[src/rtl/mmio_timer.sv]
`default_nettype none
// ============================================================================
// Module   : mmio_timer
// Function : Memory-mapped down-counting timer (CTRL/PRESET/COUNT) with irq.
// Revision : 1.0
// ============================================================================
module mmio_timer #(
    parameter logic [31:0] BASE = 32'h0000_7F00
) (
    input  logic        clk,
    input  logic        reset,
    input  logic [31:0] addr,
    input  logic        we,
    input  logic [3:0]  byteen,
    input  logic [31:0] wdata,
    output logic [31:0] rdata,
    output logic        irq
);

    typedef enum logic [1:0] {
        ST_IDLE = 2'd0,
        ST_LOAD = 2'd1,
        ST_CNT  = 2'd2,
        ST_INT  = 2'd3
    } state_t;

    state_t      state, state_nx;
    logic [3:0]  ctrl;
    logic [31:0] preset;
    logic [31:0] count, count_nx;
    logic        pending;

    logic        hit, wr_ctrl, wr_preset;
    logic        set_pend, clr_pend_hw, en_clr;

    assign hit       = (addr[31:4] == BASE[31:4]) && (addr[3:2] != 2'b11);
    assign wr_ctrl   = we && hit && (addr[3:2] == 2'b00);
    assign wr_preset = we && hit && (addr[3:2] == 2'b01);

    always_comb begin
        rdata = 32'h0;
        if (hit) begin
            case (addr[3:2])
                2'b00:   rdata = {28'h0, ctrl};
                2'b01:   rdata = preset;
                2'b10:   rdata = count;
                default: rdata = 32'h0;
            endcase
        end
    end

    // Next-state logic reads only the registered CTRL/PRESET, so a write on
    // the same edge affects the FSM one cycle later.
    always_comb begin
        state_nx    = state;
        count_nx    = count;
        set_pend    = 1'b0;
        clr_pend_hw = 1'b0;
        en_clr      = 1'b0;
        case (state)
            ST_IDLE: begin
                if (ctrl[0]) state_nx = ST_LOAD;
            end
            ST_LOAD: begin
                count_nx = preset;
                state_nx = ST_CNT;
            end
            ST_CNT: begin
                if (!ctrl[0]) begin
                    state_nx = ST_IDLE;
                end else if (count > 32'd1) begin
                    count_nx = count - 32'd1;
                end else begin
                    count_nx = 32'd0;
                    set_pend = 1'b1;
                    state_nx = ST_INT;
                end
            end
            ST_INT: begin
                if (ctrl[2:1] == 2'b01) begin
                    clr_pend_hw = 1'b1;
                    state_nx    = ST_LOAD;
                end else begin
                    en_clr   = 1'b1;
                    state_nx = ST_IDLE;
                end
            end
            default: state_nx = ST_IDLE;
        endcase
    end

    always_ff @(posedge clk or posedge reset) begin
        if (reset) begin
            state   <= ST_IDLE;
            count   <= 32'd0;
            ctrl    <= 4'd0;
            preset  <= 32'd0;
            pending <= 1'b0;
        end else begin
            state <= state_nx;
            count <= count_nx;
            // Software write to CTRL takes priority over the one-shot EN clear.
            if (wr_ctrl && byteen[0]) begin
                ctrl <= wdata[3:0];
            end else if (en_clr) begin
                ctrl[0] <= 1'b0;
            end
            for (int i = 0; i < 4; i++) begin
                if (wr_preset && byteen[i]) begin
                    preset[8*i +: 8] <= wdata[8*i +: 8];
                end
            end
            if (set_pend) begin
                pending <= 1'b1;
            end else if (wr_ctrl || wr_preset || clr_pend_hw) begin
                pending <= 1'b0;
            end
        end
    end

    assign irq = pending & ctrl[3];

endmodule
`default_nettype wire

[config.mk]
export PLATFORM = sky130hd
export DESIGN_NAME = mmio_timer
export DESIGN_NICKNAME = d
export VERILOG_FILES = /design/src/rtl/mmio_timer.sv
export SDC_FILE = /design/constraint.sdc
export NUM_CORES = 1
export LEC_CHECK = 0
export BUFFER_PORTS_ARGS = -buffer_cell sky130_fd_sc_hd__buf_2
export CAP_MARGIN = 10
export CORE_ASPECT_RATIO = 1.1
export CORE_MARGIN = 2
export CORE_UTILIZATION = 25
export DETAILED_ROUTE_END_ITERATION = 12
export PLACE_DENSITY_LB_ADDON = 0.05
export SYNTH_ARGS = -nofsm -noshare
export SYNTH_HDL_FRONTEND = slang
export SYNTH_SLANG_ARGS = --single-unit
export TNS_END_PERCENT = 10
[constraint.sdc]
create_clock -name clk -period 2.45 [get_ports clk]
set_input_delay 0.245 -clock clk [delete_from_list [all_inputs] [get_ports clk]]
set_output_delay 0.245 -clock clk [all_outputs]
set_load 0.02 [all_outputs]
* After elaboration in Yosys (flattened, before gate mapping)
Cells that the tools add are included.
** Storage, ports and cells
- Register bits after elaboration :: 71
- Output and inout port bits :: 33
- Input port bits :: 71
- Word-level logic and storage cells :: 62
** Operators by class
- Reductions and logical operators :: 18
- Multiplexer cells :: 21
- Add/subtract/negate cells :: 1
- Bitwise gates (word level) :: 1
- Magnitude comparators :: 1
- Equality and inequality tests :: 11
** Operators with widths (number)
- $mux W32 :: 3
- $pmux W32 S3 :: 1
- $pmux W32 S2 :: 1
- $gt A32 B1 Y1 const B :: 1
- $sub A32 B1 Y32 const B :: 1
- $eq A28 B11 Y1 const B :: 1
- $mux W1 :: 12
- $logic_and A1 B1 Y1 :: 9
- $pmux W2 S4 :: 1
- $eq A2 B1 Y1 const B :: 3
- $eq A2 B2 Y1 const B :: 3
- $mux W2 :: 3
- $ne A2 B2 Y1 const B :: 3
- $reduce_bool A2 Y1 :: 3
- $logic_not A2 Y1 :: 2
- $reduce_and A2 Y1 :: 2
- $ne A3 B3 Y1 const B :: 1
- $logic_or A1 B1 Y1 :: 2
- $and A1 B1 Y1 :: 1

* Depth between registers and ports, before layout
Gate-level depths: netlist of the first run.
- Depth after elaboration :: 8
- Gate-level depth with buffers :: 8
- Gate-level depth less buffers :: 7

* Worst setup path before layout of the first run
OpenSTA, ideal clock, no wires.
- Kind :: flip-flop to flip-flop
- Start :: register count[4]
- End :: register count[24]
- Path slack :: 0.209 ns
- Cell stages (with the launch flop) :: 7
- Data required time :: 2.326 ns
- Arrival :: 2.117 ns
- Library setup time :: 0.124 ns
- Clock period less this slack :: 2.241 ns
- Path buffers :: 1
- Cells stage by stage :: dfrtp_1 -> or4_1 -> or3_4 -> o31ai_4 -> buf_4 -> nor3_1 -> a211o_1
** On the way
- Word-level cells in the longest chain between the ends :: 4
** RTL lines
- start, declared :: line 30 : logic [31:0] count, count_nx;
- start signal, assigned :: line 101 : count <= count_nx;
- $sub A32 B1 Y32 / $gt A32 B1 Y1 (equally long branches) :: line 72, 71
- $mux W32 * :: line 71 : end else if (count > 32'd1) begin
- $mux W32 * :: line 69 : if (!ctrl[0]) begin
- $pmux W32 S2 * :: line 60 : case (state)
Mark *: on every way between the ends. The rest lies on a longest branch, timed or not. The select of a mux whose other input is x is not followed.
A chain may end at the register's enable or synchronous reset.

* Final worst setup path of the first run
- Start :: register count[4]
- End :: register count[17]
Same word-level chain as after synthesis.

==> summary.txt, run 1 <==
Outcome
  – Status: complete, but fails checks
  – Failing checks: negative hold slack

Final layout
  – Final cell count without fillers: 796
  – Inserted Diodes: 0
  – Layout cells sized above 1: 36.9%
  – Fin nets: 656
  – Syn-to-layout area delta: 32.0%

Timing
  – Clk_skew: 5.48 ps
  – Max-slew violations: 0
  – Headroom to the max-slew limit: 67.4%
  – Hold WS: -22.0 ps
  – Period utilization: 97.1%
  – Sum Neg Setup Slack: 0 ps
  – Worst-margin pin slew: 489 ps
  – RSZ-0062 raised after global routing: yes
  – Fin. Hold Viols: 12
  – Min Tclk post-route: 2380 ps
  – Max Freq: 0.420 GHz
  – Final Setup Violations: 0

Setup path
  – WP data arrival: 2600 ps
  – Worst R2R End: count[17]$_DFFE_PP0P_
  – Crit Path Category: reg -> reg
  – Reg2reg start: count[4]$_DFFE_PP0P_
  – Cells on worst reg2reg path: 6
  – Req. time, crit path: 2670 ps
  – CP peak stage delay: 590 ps
  – Critical path cell sequence: or4_1 -> or3_4 -> o31a_1 -> buf_6 -> a32oi_1 -> o2bb2ai_1
  – Crit end category: register
  – Slowest cell on crit path: or4_1
  – R2r setup slk: 70 ps
  – Worst-path maximum fanout: 11
  – Crit path launch type: register

Floorplanning
  – Die Span Y: 141 um
  – # rows: 50
  – Core Footprint: 16900 sq um
  – Io pins: 104
  – Die extent in x: 129 um
  – Initial Util: 25.4%
  – Die Area: 18200 sq um

Placement
  – IO Port Bufs: 101
  – Detailed Place HPWL: 10.6 mm
  – GPL Wtd Cong: 0.820
  – Post-Place Cells: 779

CTS
  – H-tree level count: 3
  – Root Buffer: clkbuf_16
  – CTS tree: yes
  – Clock buffer depth: 2
  – CTS Buf Count: 9
  – CTS Sinks: 71
  – Clock Latency Late Sink: 340 ps
  – Clock slew at the register clock pins of the worst setup and hold paths: 60 ps

Synthesis
  – FFs w/ async S/R, synth: 100%
  – Yosys cell types: 54
  – Seq cells post-synth: 71
  – Largest area contributor in the netlist: dfrtp_1
  – Synth Instances: 454
  – Ys Warns: 0
  – Top cells by area, synth: dfrtp_1 (41%), mux2_2 (9.2%), a22oi_1 (5.8%), nor2_1 (4.5%), nand3_1 (2.0%)
  – Post-Syn Area: 4280 sq um
  – Top-count cell post-synth: dfrtp_1
  – Commonest cells post-synth: dfrtp_1 (71), nor2_1 (51), mux2_2 (35)
  – Main synth FF type: dfrtp_1
  – Syn_nets: 527
  – Top cell type's share of synthesized area: 41.5%
  – Post-Syn Area per Cell: 9.43 sq um
  – Post-synthesis sequential area ratio: 41.5%
  – Number of synthesized flops with an enable pin: 0

Detailed routing
  – DR DRC count: 0
  – Vias post-DR: 4151
  – First-pass detailed-route iteration total: 4
  – Vias per cell: 5.21
  – 1st-iter DRT viols: 166
  – Drt total wl: 14.6 mm
  – Wire length per cell: 18.3 um
  – Antenna-violating nets left: 0

Power and ir drop
  – Pwr dens: 504 nW/um^2
  – Maximum vdd drop: 0.270 mV
  – Leak: 2.71 nW

Global route
  – Met3 Use GR: 2.71%
  – Pin count of the biggest net entering global routing: 72
  – Met2 Use GR: 27.0%
  – First-pass GRT wire length: 23.6 mm
  – Layer with the highest usage: met2
  – GR Util All Layers: 16.7%
  – Initial antenna violation count: 0
  – M1 GR Usage: 22.2%
  – Vias in the first global route: 4371
  – Congestion Overflow GR: 0

Min path
  – Hold Path Class: in -> async

Job
  – Max-Cap Viols: 0
## cell families (layout without fill, tap and decap cells)
group                    after synthesis  count (layout)  share of synthesized area, %
adder cells (fa/ha/maj)                2               2                         0.584
AND/OR/NAND/NOR                      169             169                          21.5
multiplexers                          40              40                          10.4
flip-flops                            71              71                          41.5
buffers and inverters                 47             181                          4.76
AO/OA/AOI/OAI                        125             125                          21.3
## sequential cells by signal (all words and copies together), names as in the netlist
register and count:
preset 32, pending 1, ctrl 4, count 32
state 2
## worst max-delay path, delay by kind of cell (launching register included)
family	cells	cell delay [ps]
compound gates	3	660
flops	1	370
simple gates	2	1020
buf+inv	1	200
## placed cells by master (no fill, tap or decap), drive strengths merged, types with 10 or more instances in the layout
| master | Yosys | routed |
|---|---|---|
| dfrtp | 71 | 71 |
| nor4 | 15 | 15 |
| mux2 | 35 | 35 |
| inv | 13 | 13 |
| a22oi | 33 | 33 |
| buf | 17 | 152 |
| nand4 | 12 | 12 |
| nor3 | 17 | 17 |
| nand2 | 21 | 21 |
| clkbuf | 17 | 10 |
| o21ai | 24 | 24 |
| nand3 | 17 | 17 |
| nor2 | 51 | 51 |
| a21oi | 11 | 11 |
## metrics by stage
stage | cell area (sq um) | setup slack [ps] | power, W | hold slack [ps] | util [%]
global placement | 5290 | 61.4 | 0.00132 | 373 | 31.3
CTS | 5640 | 18.4 | 0.00290 | 3.28 | 33.4
detailed placement | 5290 | 30.6 | 0.00132 | 379 | 31.3
floorplan | 4280 | 209 | 0.00124 | 376 | -
finish | 5650 | 71.2 | 0.00285 | -22.0 | 33.5
global route | 5650 | -9.44 | 0.00296 | 15.8 | 33.5
## layout make-up
cell class | instances | area, sq um
fillers | 1784 | 11200
inverters | 13 | 48.8
well taps | 208 | 260
multi-input cells | 336 | 2310
clock inverters | 6 | 108
flip-flops and latches | 71 | 1780
clock buffers | 10 | 239
repair buffers | 152 | 908
## per-layer routing
| metal | wire length, um | vias up | share of wire (%) |
|---|---|---|---|
| li1 | - | 1993 | - |
| met1 | 6990 | 2023 | 48 |
| met2 | 6580 | 114 | 45 |
| met3 | 674 | 21 | 4.6 |
| met4 | 330 | 0 | 2.3 |
| met5 | 0 | - | 0 |
## how the worst max path moves through the flow
stage	startpoint	endpoint	slack, ps	cells past startpoint
after floorplan	count[4]$_DFFE_PP0P_	count[24]$_DFFE_PP0P_	210	6
after global placement	count[4]$_DFFE_PP0P_	count[27]$_DFFE_PP0P_	60	6
after detailed placement	count[4]$_DFFE_PP0P_	count[17]$_DFFE_PP0P_	30	6
after CTS	count[4]$_DFFE_PP0P_	count[17]$_DFFE_PP0P_	20	6
after global routing	count[4]$_DFFE_PP0P_	count[17]$_DFFE_PP0P_	-9	6
final	count[4]$_DFFE_PP0P_	count[17]$_DFFE_PP0P_	70	6
## timing repair
| item | in CTS | in global routing |
|---|---|---|
| gates resized for setup | 0 | 2 |
| buffers inserted | 0 | 1 |
| setup endpoints to repair | 0 | 20 |
| hold buffers | 0 | 0 |
## power by group
group | total [W] | internal [W] | switching, W
registers | 0.00117 | 0.00117 | 0.000000000112
clock network | 0.00155 | 0.00102 | 0.000533
logic | 0.000123 | 0.0000527 | 0.0000705
total | 0.00285 | 0.00224 | 0.000604
Note: power is estimated with default switching activity, not from simulation.
==> run 2, diff against run 1 <==
- ABC_AREA: not set -> 1
- ABC_CLOCK_PERIOD_IN_PS: not set -> 2450
==> summary.txt, run 2 <==
Outcome
  – Status: finished, final reports clean

Detailed routing
  – Antenna-violating nets left: 0
  – First-pass detailed-route iteration total: 6
  – Wire length per cell: 14.4 um
  – Drt total wl: 15.2 mm
  – Top layer in use: met4
  – 1st-iter DRT viols: 231
  – Vias post-DR: 4802
  – Met2 WL: 7.35 mm
  – Vias per cell: 4.53
  – Met3 wire length: 487 um
  – M1 WL: 7.18 mm
  – DR DRC count: 0

Setup path
  – Crit Path Category: reg -> reg
  – Crit path launch type: register
  – WP buf/inv: 1
  – Reg2reg start: count[1]$_DFFE_PP0P_
  – CP peak stage delay: 530 ps
  – WP data arrival: 2380 ps
  – Critical path cell sequence: inv_1 -> ha_1 -> nand2_2 -> nor2_4 -> nand2_2 -> nand2_2 -> a21oi_2 -> nand3_1 -> nand2_1 -> nand2_1 -> nand2_1
  – CP Launch Point: count[1]$_DFFE_PP0P_
  – CP top delay family: simple AND/OR/NAND/NOR gates
  – Slowest cell on crit path: a21oi_2
  – Worst R2R End: count[29]$_DFFE_PP0P_
  – Req. time, crit path: 2730 ps
  – Worst-path maximum fanout: 10
  – Cells on worst reg2reg path: 11
  – R2r setup slk: 340 ps
  – Crit end category: register

Global route
  – Pin count of the biggest net entering global routing: 72
  – GR Util All Layers: 16.5%
  – First-pass GRT wire length: 25.7 mm
  – Vias in the first global route: 4958
  – Initial antenna violation count: 0
  – Congestion Overflow GR: 0

Timing
  – Clk_skew: 6.38 ps
  – Max-slew violations: 0
  – RSZ-0062 raised after global routing: no
  – Sum Neg Setup Slack: 0 ps
  – Period utilization: 86.0%
  – Fin. Hold Viols: 0
  – Min Tclk post-route: 2110 ps
  – Headroom to the max-slew limit: 39.7%
  – Final Setup Violations: 0
  – Max Freq: 0.475 GHz
  – Worst-margin pin slew: 903 ps

Power and ir drop
  – Clock network power share: 50.8%
  – Comb power frac: 4.9%
  – Switch share: 22.2%
  – Maximum vdd drop: 0.289 mV
  – Reg power frac: 44.3%
  – Leak: 3.11 nW
  – Psw: 0.000587 W
  – Pwr dens: 465 nW/um^2
  – Internal power: 0.00206 W

Final layout
  – Commonest non-fill, non-tap cells in the layout: nand2_1 (342), buf_2 (101), dfrtp_1 (71)
  – Inserted Diodes: 0
  – Fin area: 5700 sq um
  – Top Registers: count: 32 flops, preset: 32 flops, ctrl: 4 flops
  – Layout cells sized above 1: 17.4%
  – Syn-to-layout area delta: 24.7%
  – Fin nets: 891
  – Most common cell after layout, fill and taps aside: nand2_1

Synthesis
  – Post-synthesis sequential area ratio: 38.9%
  – Number of synthesized flops with an enable pin: 0
  – Post-Syn Area: 4570 sq um
  – FFs w/ async S/R, synth: 100%
  – Largest area contributor in the netlist: dfrtp_1
  – Main synth FF type: dfrtp_1
  – Top cells by area, synth: dfrtp_1 (39%), nand2_1 (28%), nor2_1 (5.8%), nand3_1 (5.5%), o21ai_0 (4.3%)
  – Yosys cell types: 27
  – Ys Warns: 0
  – Post-Syn Area per Cell: 6.37 sq um
  – Seq cells post-synth: 71
  – Top cell type's share of synthesized area: 38.9%
  – Top-count cell post-synth: nand2_1
  – Syn_nets: 790
  – Synth Instances: 717
  – Commonest cells post-synth: nand2_1 (342), dfrtp_1 (71), nor2_1 (71)

Floorplanning
  – Initial Util: 25.7%
  – Io pins: 104
  – Die Span Y: 146 um
  – Core Footprint: 17800 sq um
  – Die Area: 19400 sq um
  – Die extent in x: 133 um
  – # rows: 51

CTS
  – Root Buffer: clkbuf_16
  – CTS Buf Count: 9
  – Clock buffer depth: 2
  – CTS tree: yes
  – Clock Latency Late Sink: 340 ps
  – H-tree level count: 3
  – CTS Sinks: 71
  – Postcts setup bufs: 0
  – Clock slew at the register clock pins of the worst setup and hold paths: 60 ps

Job
  – Max-Cap Viols: 0

Placement
  – Area after DPL: 5390 sq um
  – IO Port Bufs: 101
  – Detailed Place HPWL: 11.4 mm
  – GPL Wtd Cong: 0.826

Min path
  – Hold depth: 3
  – Hold_sp: wdata[16]
  – Hold Path Class: in -> reg
  – Hold EP: preset[16]$_DFFE_PP0P_
## run 2: cell types whose count changed after synthesis, moves of 12 or more
cell and change:
o21ai_0 +22, inv_1 +21, mux2_2 -35, a21oi_1 +19, nand3_1 +33, nor2_1 +20
nand2_1 +321, nor3_1 -13, a22oi_1 -33, nor4_1 -12
## run 2: through the flow
| step | instances | util, % | power [W] | setup WS [ps] | hold slack, ps |
|---|---|---|---|---|---|
| CTS | 1060 | 32.0 | 0.00270 | 311 | 114 |
| finish | 1060 | 32.0 | 0.00265 | 343 | 128 |
| detailed placement | 1044 | 30.3 | 0.00133 | 322 | 373 |
| global route | 1060 | 32.0 | 0.00276 | 147 | 132 |
| floorplan | 717 | - | 0.00124 | 408 | 390 |
| global placement | 1044 | 30.3 | 0.00132 | 381 | 370 |
## run 2: cell families after synthesis
group	Yosys count	synth area share, %
XOR/XNOR	14	2.68
AO/OA/AOI/OAI	81	9.40
buffers and inverters	62	5.34
flip-flops	71	38.9
AND/OR/NAND/NOR	487	43.1
adder cells (fa/ha/maj)	2	0.548
## run 2: worst max path at each step
stage                             to  slack (ps)  cells after the start
2_1_floorplan   count[0]$_DFFE_PP0P_         410                      1
6_report       count[29]$_DFFE_PP0P_         340                     11
5_1_grt        count[17]$_DFFE_PP0P_         150                     11
3_5_place_dp   count[29]$_DFFE_PP0P_         320                     11
3_3_place_gp   count[27]$_DFFE_PP0P_         380                     11
4_1_cts        count[29]$_DFFE_PP0P_         310                     11
## run 2: worst reg2reg max path: stages, from the launching register on
cell and delay, ps:
dfrtp_1 380, inv_1 80, ha_1 220, nand2_2 130, nor2_4 80, nand2_2 160, nand2_2 100, a21oi_2 530
nand3_1 160, nand2_1 90, nand2_1 50, nand2_1 70
## run 2: area by class of cell
type	instances	area, sq um
Tap cell	238	298
Clock buffer	12	256
Clock inverter	3	42.5
Fill cell	1988	12100
Inverter	35	131
Sequential cell	71	1780
Multi-Input combinational cell	584	2550
Timing Repair Buffer	117	641
## run 2: power groups by stage
| stage | combinational [W] | sequential, W | clock (W) |
|---|---|---|---|
| 3_3_place_gp | 0.000130 | 0.00119 | 0 |
| 6_report | 0.000130 | 0.00117 | 0.00135 |
| 5_1_grt | 0.000148 | 0.00117 | 0.00144 |
| 3_5_place_dp | 0.000132 | 0.00119 | 0 |
| 4_1_cts | 0.000134 | 0.00117 | 0.00139 |
| 2_1_floorplan | 0.0000491 | 0.00119 | 0 |
## run 2: metal layers
layer  track usage, %  vias to the layer above
li1                 -                     2484
met1             21.8                     2216
met4             5.38                        0
met2             27.8                       88
met3             2.30                       14
met5                0                        -
## run 2: timing repair
item,CTS,global route
resized for setup,0,0
endpoints found under the hold margin,1,0
endpoints found under the setup margin,0,0
hold buffers,1,0
==> run 3, diff against run 2 <==
- REMOVE_ABC_BUFFERS: not set -> 1
==> summary.txt, run 3 (same netlist as run 2, synthesis figures left out) <==
Placement
  – Detailed Place HPWL: 11.5 mm
  – GPL Wtd Cong: 0.839
  – Area after DPL: 5390 sq um
  – IO Port Bufs: 101

Timing
  – Sum Neg Setup Slack: 0 ps
  – Period utilization: 85.6%
  – Final Setup Violations: 0
  – Clk_skew: 6.91 ps
  – Fin. Hold Viols: 0
  – Min Tclk post-route: 2100 ps
  – Worst-margin pin slew: 960 ps
  – Max-slew violations: 0
  – Max Freq: 0.477 GHz
  – Headroom to the max-slew limit: 36.0%
  – RSZ-0062 raised after global routing: no

Final layout
  – Layout cells sized above 1: 17.5%
  – Syn-to-layout area delta: 25.2%
  – Top Registers: count: 32 flops, preset: 32 flops, ctrl: 4 flops
  – Fin area: 5720 sq um
  – Inserted Diodes: 0
  – Filler Cells Inserted: 2050
  – Most common cell after layout, fill and taps aside: nand2_1
  – Commonest non-fill, non-tap cells in the layout: nand2_1 (342), buf_2 (101), dfrtp_1 (71)
  – Fin nets: 890

Power and ir drop
  – Maximum vdd drop: 0.277 mV
  – Internal power: 0.00207 W
  – Psw: 0.000613 W
  – Clock network power share: 51.3%
  – Reg power frac: 43.7%
  – Pwr dens: 469 nW/um^2
  – Switch share: 22.9%
  – Leak: 3.12 nW
  – Comb power frac: 5.0%
  – Power Total: 0.00268 W

CTS
  – CTS tree: yes
  – Root Buffer: clkbuf_16
  – CTS Buf Count: 9
  – Clock Latency Late Sink: 340 ps
  – Clock buffer depth: 2
  – CTS Sinks: 71
  – Postcts setup bufs: 0
  – Clock slew at the register clock pins of the worst setup and hold paths: 60 ps
  – H-tree level count: 3

Setup path
  – Reg2reg start: count[0]$_DFFE_PP0P_
  – CP Launch Point: count[0]$_DFFE_PP0P_
  – Req. time, crit path: 2650 ps
  – Crit path launch type: register
  – Crit Path Category: reg -> reg
  – Worst-path maximum fanout: 23
  – WP data arrival: 2300 ps
  – Cells on worst reg2reg path: 12
  – Crit end category: register

Floorplanning
  – # rows: 51
  – Io pins: 104
  – Die extent in x: 133 um
  – Die Span Y: 146 um
  – Core Footprint: 17800 sq um
  – Initial Util: 25.7%
  – Die Area: 19400 sq um

Global route
  – Pin count of the biggest net entering global routing: 42
  – Vias in the first global route: 4859
  – Congestion Overflow GR: 0
  – GR Util All Layers: 16.4%
  – Initial antenna violation count: 0
  – First-pass GRT wire length: 25.4 mm

Job
  – Max-Cap Viols: 0

Detailed routing
  – DR DRC count: 0
  – Vias per cell: 4.54
  – Wire length per cell: 14.7 um
  – Vias post-DR: 4816
  – First-pass detailed-route iteration total: 4
  – 1st-iter DRT viols: 317
  – Antenna-violating nets left: 0
  – Drt total wl: 15.5 mm

Min path
  – Hold depth: 3
  – Hold_sp: wdata[28]
  – Hold Path Class: in -> reg

Outcome
  – Status: finished, final reports clean
run 3: critical path, stage by stage (launching register included):
cell and delay (ps):
dfrtp_1 440, inv_1 140, ha_1 220, nand2_2 110
nor2_4 190, nand2_2 150, nand2_2 140, nand2_2 80
nand2_2 90, buf_12 170, o21ai_0 90, nand2_1 50
o21ai_0 80
run 3: layer usage:
metal	global-route usage [%]	routed length, um	vias to the layer above
met4	4.19	148	0
met5	0	0	-
li1	-	-	2475
met2	27.4	7340	106
met1	21.7	7360	2225
met3	3.24	694	10
run 3: layout make-up:
type	count	area (sq um)	area share (%)
Multi-Input combinational cell	584	2560	44.7
Tap cell	238	298	5.21
Inverter	35	131	2.30
Timing Repair Buffer	116	646	11.3
Clock inverter	5	56.3	0.984
Clock buffer	11	253	4.42
Sequential cell	71	1780	31.1
run 3: final timing paths:
check	end	slack [ps]
hold / removal	preset[28]$_DFFE_PP0P_	130
setup / recovery	count[13]$_DFFE_PP0P_	350
hold reg to reg	preset[16]$_DFFE_PP0P_	500
min in group asynchronous	preset[11]$_DFFE_PP0P_	500
setup reg to reg	count[13]$_DFFE_PP0P_	350
max in group asynchronous	count[25]$_DFFE_PP0P_	1370
run 3: per-stage QoR:
stage               setup slack, ps  instances  util, %  hold WS (ps)
floorplan                      -353        690        -           390
global placement                262       1043     30.3           319
detailed placement              184       1043     30.3           338
CTS                             161       1060     32.1           114
global route                    148       1060     32.1           135
finish                          352       1060     32.1           130
run 3: power by group through the flow:
| stage | Clock (W) | Combinational [W] | Sequential [W] |
|---|---|---|---|
| floorplan | 0 | 0.0000390 | 0.00119 |
| CTS | 0.00142 | 0.000138 | 0.00117 |
| detailed placement | 0 | 0.000136 | 0.00119 |
| global placement | 0 | 0.000133 | 0.00119 |
| finish | 0.00138 | 0.000133 | 0.00117 |
| global route | 0.00147 | 0.000151 | 0.00117 |
run 3: timing repair:
action                                  CTS  global route
hold endpoints to repair                 18             0
gates resized for setup                   0             1
endpoints found under the setup margin    0             3
hold buffers                              1             0
